$ cat src/rtl/mem_port_arbiter.sv
// Shares one memory port between the instruction-fetch (IFU) and load/store (LSU) requesters.
// Round-robin arbitration, one outstanding transaction, watchdog abort on a hung memory.
module mem_port_arbiter #(
    parameter int unsigned TIMEOUT_CYCLES = 256,
    parameter logic [31:0] ERR_DATA       = 32'hDEAD_BEEF
) (
    input  logic        clk,
    input  logic        reset,
    input  logic        ifu_req_valid,
    output logic        ifu_req_ready,
    input  logic [31:0] ifu_addr,
    output logic        ifu_resp_valid,
    output logic [31:0] ifu_rdata,
    input  logic        lsu_req_valid,
    output logic        lsu_req_ready,
    input  logic        lsu_wen,
    input  logic [31:0] lsu_addr,
    input  logic [31:0] lsu_wdata,
    input  logic [7:0]  lsu_wmask,
    output logic        lsu_resp_valid,
    output logic [31:0] lsu_rdata,
    output logic        mem_req_valid,
    input  logic        mem_req_ready,
    output logic        mem_wen,
    output logic [31:0] mem_addr,
    output logic [31:0] mem_wdata,
    output logic [7:0]  mem_wmask,
    input  logic        mem_resp_valid,
    input  logic [31:0] mem_rdata,
    output logic        bus_err
);

    typedef enum logic [1:0] {
        ST_IDLE = 2'd0,
        ST_REQ  = 2'd1,
        ST_WAIT = 2'd2,
        ST_RESP = 2'd3
    } state_t;

    localparam logic OWNER_IFU = 1'b0;
    localparam logic OWNER_LSU = 1'b1;

    // A zero timeout disables the watchdog; keep the counter at least one bit wide then.
    localparam int unsigned    CNT_W    = (TIMEOUT_CYCLES > 0) ? $clog2(TIMEOUT_CYCLES + 1) : 1;
    localparam logic           WDOG_EN  = (TIMEOUT_CYCLES > 0) ? 1'b1 : 1'b0;
    localparam logic [CNT_W-1:0] CNT_LAST = CNT_W'(TIMEOUT_CYCLES - 1);

    state_t           state_r;
    logic             last_owner_r;
    logic [CNT_W-1:0] cnt_r;

    logic [1:0]       grant_s;
    logic             expire_s;
    logic             finish_s;
    logic             abort_s;
    logic [31:0]      fin_data_s;
    logic [CNT_W-1:0] cnt_next_s;

    // Returns {grant_lsu, grant_ifu}; on a tie the requester that did not win last time goes.
    function automatic logic [1:0] pick_winner(input logic ifu_v, input logic lsu_v,
                                               input logic last_owner);
        logic [1:0] g;
        if (ifu_v && lsu_v) begin
            if (last_owner == OWNER_IFU) begin
                g = 2'b10;
            end else begin
                g = 2'b01;
            end
        end else if (lsu_v) begin
            g = 2'b10;
        end else if (ifu_v) begin
            g = 2'b01;
        end else begin
            g = 2'b00;
        end
        return g;
    endfunction

    // Grant is only offered in IDLE and never while reset is held.
    always_comb begin
        grant_s = 2'b00;
        if ((state_r == ST_IDLE) && reset) begin
            grant_s = pick_winner(ifu_req_valid, lsu_req_valid, last_owner_r);
        end else begin
            grant_s = 2'b00;
        end
    end

    assign ifu_req_ready = grant_s[0];
    assign lsu_req_ready = grant_s[1];

    // Watchdog: the cycle in which the counter reaches its last value is the abort cycle.
    always_comb begin
        expire_s   = 1'b0;
        cnt_next_s = cnt_r;
        if (WDOG_EN && ((state_r == ST_REQ) || (state_r == ST_WAIT))) begin
            expire_s = (cnt_r == CNT_LAST);
        end else begin
            expire_s = 1'b0;
        end
        if (WDOG_EN && (cnt_r != CNT_LAST)) begin
            cnt_next_s = cnt_r + CNT_W'(1);
        end else begin
            cnt_next_s = cnt_r;
        end
    end

    // End of transaction: a real response beats a coincident timeout.
    always_comb begin
        finish_s   = 1'b0;
        abort_s    = 1'b0;
        fin_data_s = 32'h0000_0000;
        if ((state_r == ST_WAIT) && mem_resp_valid) begin
            finish_s   = 1'b1;
            abort_s    = 1'b0;
            fin_data_s = mem_wen ? 32'h0000_0000 : mem_rdata;
        end else if (expire_s) begin
            finish_s   = 1'b1;
            abort_s    = 1'b1;
            fin_data_s = ERR_DATA;
        end else begin
            finish_s   = 1'b0;
            abort_s    = 1'b0;
            fin_data_s = 32'h0000_0000;
        end
    end

    // Transaction FSM, registered request payload, response delivery and sticky error.
    always_ff @(posedge clk or negedge reset) begin
        if (!reset) begin
            state_r        <= ST_IDLE;
            last_owner_r   <= OWNER_IFU;
            cnt_r          <= '0;
            mem_req_valid  <= 1'b0;
            mem_wen        <= 1'b0;
            mem_addr       <= 32'h0000_0000;
            mem_wdata      <= 32'h0000_0000;
            mem_wmask      <= 8'h00;
            ifu_resp_valid <= 1'b0;
            ifu_rdata      <= 32'h0000_0000;
            lsu_resp_valid <= 1'b0;
            lsu_rdata      <= 32'h0000_0000;
            bus_err        <= 1'b0;
        end else begin
            ifu_resp_valid <= 1'b0;
            lsu_resp_valid <= 1'b0;
            case (state_r)
                ST_IDLE: begin
                    if (grant_s != 2'b00) begin
                        last_owner_r <= grant_s[1];
                        if (grant_s[1]) begin
                            mem_wen   <= lsu_wen;
                            mem_addr  <= lsu_addr;
                            mem_wdata <= lsu_wdata;
                            mem_wmask <= lsu_wmask;
                        end else begin
                            mem_wen   <= 1'b0;
                            mem_addr  <= ifu_addr;
                            mem_wdata <= 32'h0000_0000;
                            mem_wmask <= 8'h0F;
                        end
                        mem_req_valid <= 1'b1;
                        cnt_r         <= '0;
                        state_r       <= ST_REQ;
                    end else begin
                        state_r <= ST_IDLE;
                    end
                end
                ST_REQ, ST_WAIT: begin
                    if (finish_s) begin
                        mem_req_valid <= 1'b0;
                        state_r       <= ST_RESP;
                        if (last_owner_r == OWNER_LSU) begin
                            lsu_resp_valid <= 1'b1;
                            lsu_rdata      <= fin_data_s;
                        end else begin
                            ifu_resp_valid <= 1'b1;
                            ifu_rdata      <= fin_data_s;
                        end
                        if (abort_s) begin
                            bus_err <= 1'b1;
                        end else begin
                            bus_err <= bus_err;
                        end
                    end else if ((state_r == ST_REQ) && mem_req_ready) begin
                        mem_req_valid <= 1'b0;
                        cnt_r         <= cnt_next_s;
                        state_r       <= ST_WAIT;
                    end else begin
                        cnt_r <= cnt_next_s;
                    end
                end
                ST_RESP: begin
                    state_r <= ST_IDLE;
                end
                default: begin
                    state_r <= ST_IDLE;
                end
            endcase
        end
    end

endmodule
$ cat config.mk
export PLATFORM = sky130hd
export DESIGN_NAME = mem_port_arbiter
export DESIGN_NICKNAME = d
export VERILOG_FILES = /design/src/rtl/mem_port_arbiter.sv
export SDC_FILE = /design/constraint.sdc
export NUM_CORES = 1
export LEC_CHECK = 0
export ABC_AREA = 0
export CAP_MARGIN = 20
export CORE_UTILIZATION = 45
export DETAILED_ROUTE_END_ITERATION = 10
export PLACE_DENSITY = 0.95
export REMOVE_ABC_BUFFERS = 1
export SLEW_MARGIN = 25
export SYNTH_ARGS = -nofsm -noshare
export SYNTH_HDL_FRONTEND = slang
export SYNTH_SLANG_ARGS = --single-unit
$ cat constraint.sdc
create_clock -name clk -period 6.2 [get_ports clk]
set_clock_uncertainty 0.1 [all_clocks]
set_input_delay 0.93 -clock clk [delete_from_list [all_inputs] [get_ports clk]]
set_output_delay 0.93 -clock clk [all_outputs]
set_load 0.05 [all_outputs]
==> results of run 1 <==
power groups by stage:
| stage | registers (mW) | logic [mW] | clock network [mW] |
|---|---|---|---|
| floorplan | 2.16 | 0.433 | 0 |
| global placement | 1.38 | 1.93 | 0 |
| finish | 1.39 | 1.98 | 0.972 |
| detailed placement | 1.40 | 1.98 | 0 |
| CTS | 1.39 | 1.98 | 0.986 |
| global route | 1.42 | 2.06 | 1.04 |
synthesized netlist by cell type (2+ instances only):
master    number  area, sq um
dfrtp_1      153         3830
nand2_1      150          563
o21ai_0       70          350
buf_2         38          190
nor2_1        37          139
a22o_1        36          315
a31oi_1       35          219
a21oi_1       32          160
inv_1          8         30.0
nand3_1        7         35.0
and3_1         6         37.5
ha_1           6         75.1
clkbuf_1       4         15.0
o22a_1         4         35.0
a21o_1         3         22.5
nand4_1        3         18.8
nor3_1         3         15.0
o21ai_1        3         15.0
clkbuf_2       2         10.0
inv_2          2         7.51
nand2b_1       2         12.5
metal layers:
layer,part of all wire (%),routed length [um]
met3,7.7,1460
met1,39,7330
met4,2.4,446
met2,51,9620
met5,0,0
worst reg2reg max path: stages, from the launching register on:
cell and delay, ns:
dfrtp_1 0.38, inv_1 0.09, ha_1 0.72, and3_1 0.96, a21oi_1 0.17, o21ai_0 0.23
metrics by stage:
stage | cells | hold slack (ns)
6_report | 1079 | 0.365
5_1_grt | 1079 | 0.388
4_1_cts | 1079 | 0.368
3_5_place_dp | 1047 | 0.355
3_3_place_gp | 1047 | 0.348
2_1_floorplan | 579 | 0.343
state kept, by name, indices dropped and copies added (netlist names):
register / cells
mem_wmask: 8
ifu_rdata: 32
lsu_resp_valid: 1
mem_wdata: 32
mem_wen: 1
lsu_rdata: 32
bus_err: 1
mem_addr: 32
state_r: 2
cnt_r: 9
last_owner_r: 1
mem_req_valid: 1
ifu_resp_valid: 1
kinds of logic after synthesis:
group	count (synthesis)
AND/OR/NAND/NOR	213
adder cells (fa/ha/maj)	6
AO/OA/AOI/OAI	197
buffers and inverters	55
flip-flops	153
final cells by class:
class	instances	share of cell area, %
flip-flops and latches	153	39.2
inverters	10	0.385
well taps	176	2.26
clock inverters	10	0.961
repair buffers	292	29.8
multi-input cells	416	22.6
clock buffers	22	4.76
how the worst max path moves through the flow:
stage	slack, ns	cells past startpoint	endpoint	start
floorplan	2.26	3	lsu_req_ready	ifu_req_valid
global placement	2.38	4	lsu_req_ready	lsu_req_valid
detailed placement	2.39	4	lsu_req_ready	lsu_req_valid
CTS	2.38	4	lsu_req_ready	lsu_req_valid
global route	2.34	5	lsu_req_ready	ifu_req_valid
finish	2.43	4	lsu_req_ready	lsu_req_valid
==> impl_metrics.toml, run 1 <==
[final_layout]
utilization_pct = 72.8
final_common_cell = "clkdlybuf4s50_1"
multi_input_area_sq_um = 2210
area_growth_pct = 55.6
final_layout_size_suffix_gt1_share_pct = 5.20
most-common-layout-cells = "284 x clkdlybuf4s50_1, 153 x dfrtp_1, 150 x nand2_1"
n_fill_cell = 910
register_area_sq_um = 3830
antenna_cells = 0
fin_area_sq_um = 9760
finish.net_count = 1039

[clock_tree]
cts_root_buf = "clkbuf_16"
cts_buffer_depth = 2
post_cts_buffers = 0
cts_resized = 0
clkLatencyLatePin_ns = 0.41
clock_sinks = 153
cts_tree = "built"
htreeDepth = 4
clk_pin_slew_ns = 0.06
cts_buffers = 17
cts_hold_buf = 0

[min_path]
hp-start = "bus_err$_DFFE_PN0P_"
hold_class = "reg -> reg"
hold_path_depth = 1
hold_end = "bus_err$_DFFE_PN0P_"

[yosys]
synth-compound-area-share_pct = 20.0
synth-seq-cells = 153
muxShareOfSynthArea_pct = 0
synthArstFlopShare_pct = 100
synth_area_sq_um = 6270
synth_edf_count = 0
synth_xor_area_share_pct = 0
synth_fa_ha_area_share_pct = 1.20
ys.flop_type = "dfrtp_1"
yosys.cell_types.count = 41
yosysSeqAreaShare_pct = 61.1
syn_area_per_cell_sq_um = 10.0
synth-simple-area-share_pct = 13.6
synth-warning-count = 0
synth_top_family_by_area = "compound AO/OA/AOI/OAI gates"
synthCells = 624

[worst_setup_path]
crit_family = "buffers and inverters"
path_buf_inv = 3
rr_startpoint = "state_r[0]$_DFFE_PN0P_"
r2r_setup_slack_ns = 3.46
criticalPathCategory = "in -> out"
slowest_delay_ns = 0.81
crit_required_ns = 5.17
cp_max_fo = 6
cp-end-kind = "primary output"
worstPathArrival_ns = 2.74
r2r.worst_path.cells = 5
path_cells = "clkdlybuf4s50_1 > nand4_1 > inv_2 > clkdlybuf4s50_1"
cpMaxStageDelayCell = "clkdlybuf4s50_1"
rr_endpoint = "lsu_rdata[19]$_DFFE_PN0P_"
worst_setup_path_start_kind = "input pin"
crit_top_cell = "clkdlybuf4s50_1"

[job]
timing.max_cap.violations = 0

[power]
clkPwrFrac_pct = 22.4
p_int_mw = 2.47
fin_total_pwr_mw = 4.34
power_switching_mw = 1.87
p_leak_nw = 4.15
ir_worst_vdd_uv = 367
comb_power_share_pct = 45.5
power_density_nw_per_um2 = 445
power_frac_seq_pct = 32.1
switching_share_pct = 43.0

[die]
start_util_pct = 46.8
dieArea_sq_um = 14400
dieHeight_um = 120
die_w_um = 120
core_sq_um = 13400
rows = 42
ios = 286

[grt]
grt_use_met2_pct = 45.2
busiest_layer = "met2"
grt_start_max_net_pins = 70
grt_first_pass_wirelength_um = 29800
grt_use_total_pct = 26.8
antenna_found_initial = 0
use_met3_pct = 7.98
grtUsageMet1_pct = 32.2
grt_pass1_vias = 5727
grt_overflow = 0

[timing]
maxClockFrequency_mhz = 265
rsz0062_at_grt = "false"
finalCritPeriodShare_pct = 60.9
slew_violations = 0
worst_slew_pin_slew_ns = 1.04
setup_viol = 0
slew_headroom_pct = 30.9
postLayoutSetupSlackWorst_ns = 2.43
hold_viol_final = 0
post-route-min-period_ns = 3.77
finalSetupTns_ns = 0

[place]
routabilityCongestion = 0.840
dp_slack_ns = 2.39
place_area_sq_um = 9200
numPortBuffers = 285
dp_hpwl_um = 13200

[drt]
route.detailed.drc = 0
first_iter_violations = 314
routed_via_density = 5.39
dr_total_vias = 5820
firstDrtPassIters = 4
routedWlPerCell_um = 17.5
ant_nets = 0
wl_um = 18900

[run_status]
outcome = "complete, no violations"
No activity file was read; power rests on OpenSTA's default activity.
==> run 2: changes to the inputs <==
--- a/config.mk
+++ b/config.mk
@@ -7,9 +7,9 @@
 export LEC_CHECK = 0
 export ABC_AREA = 0
 export CAP_MARGIN = 20
-export CORE_UTILIZATION = 45
+export CORE_UTILIZATION = 38
 export DETAILED_ROUTE_END_ITERATION = 10
-export PLACE_DENSITY = 0.95
+export PLACE_DENSITY = 0.88
 export REMOVE_ABC_BUFFERS = 1
 export SLEW_MARGIN = 25
 export SYNTH_ARGS = -nofsm -noshare
==> constraint.sdc (replaced) <==
create_clock -name clk -period 3.1 [get_ports clk]
set_clock_uncertainty 0.1 [all_clocks]
set_input_delay 0.465 -clock clk [delete_from_list [all_inputs] [get_ports clk]]
set_output_delay 0.465 -clock clk [all_outputs]
set_load 0.05 [all_outputs]
==> impl_metrics.toml, run 2 (synthesis results as in run 1) <==
[grt]
grt_overflow = 0
antenna_found_initial = 0
grt_first_pass_wirelength_um = 29400
grt_use_total_pct = 22.7
grt_start_max_net_pins = 148
grt_pass1_vias = 5741

[timing]
postLayoutSetupSlackWorst_ns = 0.425
worst_slew_pin_slew_ns = 0.761
rsz0062_at_grt = "false"
finalCritPeriodShare_pct = 86.3
slew_violations = 0
maxClockFrequency_mhz = 374
hold_ws_ns = 0.343
finalSetupTns_ns = 0
setup_viol = 0
hold_viol_final = 0
slew_headroom_pct = 49.3
post-route-min-period_ns = 2.67

[clock_tree]
htreeDepth = 4
cts_resized = 0
cts_tree = "built"
cts_buffers = 17
post_cts_buffers = 0
cts_buffer_depth = 2
clock_sinks = 153
cts_hold_buf = 1
clkLatencyLatePin_ns = 0.41
cts_root_buf = "clkbuf_16"
clk_pin_slew_ns = 0.06

[worst_setup_path]
worstPathArrival_ns = 2.11
cp-end-kind = "primary output"
cp_max_fo = 13
criticalPathCategory = "reg -> out"
worst_setup_path_start_kind = "register"
r2r_setup_slack_ns = 0.54
crit_required_ns = 2.53

[job]
timing.max_cap.violations = 0

[drt]
wl_met1_um = 7490
dr.max_layer_used = "met4"
route.detailed.drc = 0
first_iter_violations = 223
ant_nets = 0
firstDrtPassIters = 4
dr_total_vias = 5767
wl_um = 19100
routed_via_density = 5.12
dr_wl_met2_um = 9590
routedWlPerCell_um = 16.9
wl_met3_um = 1550

[die]
start_util_pct = 39.2
core_sq_um = 16000
rows = 46
ios = 286
die_w_um = 130
dieArea_sq_um = 17000
dieHeight_um = 130

[final_layout]
n_fill_cell = 1282
finish.net_count = 1046
utilization_pct = 62.5
fin_area_sq_um = 10000
fin_cells = 1126
area_growth_pct = 59.4
antenna_cells = 0
final_layout_size_suffix_gt1_share_pct = 6.37
final_common_cell = "clkdlybuf4s50_1"
most-common-layout-cells = "282 x clkdlybuf4s50_1, 153 x dfrtp_1, 150 x nand2_1"

[run_status]
outcome = "complete, no violations"

[place]
dp_hpwl_um = 13500
numPortBuffers = 285
dp.cells = 1093
dp_slack_ns = 0.576
routabilityCongestion = 0.809
place_area_sq_um = 9340

[power]
p_leak_nw = 4.25
fin_total_pwr_mw = 8.99
ir_worst_vdd_uv = 681
power_density_nw_per_um2 = 899

[min_path]
hold_class = "in -> async"
run 2: layout make-up:
| cell class | instances | area, sq um | share of cell area (%) |
|---|---|---|---|
| inverter | 10 | 37.5 | 0.375 |
| multi-input combinational | 416 | 2190 | 21.9 |
| clock inverter | 14 | 209 | 2.09 |
| sequential | 153 | 3830 | 38.3 |
| timing repair buffer | 299 | 3020 | 30.2 |
| tap | 216 | 270 | 2.70 |
| clock buffer | 18 | 439 | 4.39 |
run 2: path summary, 6_finish.rpt:
check	start	end	cells past startpoint
min in group clk	bus_err$_DFFE_PN0P_	bus_err$_DFFE_PN0P_	1
min reg2reg	bus_err$_DFFE_PN0P_	bus_err$_DFFE_PN0P_	1
min	reset	mem_req_valid$_DFFE_PN0P_	2
max	state_r[0]$_DFFE_PN0P_	lsu_req_ready	5
max reg2reg	cnt_r[2]$_DFFE_PN0P_	ifu_rdata[7]$_DFFE_PN0P_	9
max in group asynchronous	reset	lsu_resp_valid$_DFF_PN0_	3
run 2: per-layer routing:
layer	global-route usage, %	up-vias
met5	0	-
met3	7.21	31
li1	-	2717
met4	8.99	0
met2	38.6	269
met1	26.8	2750
run 2: where the power goes:
part / leakage, nW / total, mW / internal [mW] / switching (mW)
Sequential: 1.98 / 2.77 / 2.47 / 0.298
Clock: 0.308 / 2.28 / 1.39 / 0.884
Combinational: 1.96 / 3.94 / 1.35 / 2.59
Total: 4.25 / 8.99 / 5.21 / 3.77
run 2: worst max-delay path: stages, from the launching register on:
cell	delay, ns
dfrtp_1	0.40
inv_1	0.12
ha_1	0.42
nand4_1	0.22
inv_2	0.34
buf_12	0.19
==> run 3: changes to the inputs <==
--- a/config.mk
+++ b/config.mk
@@ -6,9 +6,9 @@
 export NUM_CORES = 1
 export LEC_CHECK = 0
 export ABC_AREA = 0
-export CAP_MARGIN = 20
 export CORE_UTILIZATION = 38
 export DETAILED_ROUTE_END_ITERATION = 10
+export GPL_ROUTABILITY_DRIVEN = 0
 export PLACE_DENSITY = 0.88
 export REMOVE_ABC_BUFFERS = 1
 export SLEW_MARGIN = 25
==> results of run 3 <==
Final layout, timing and power as in run 2 (identical DEF).
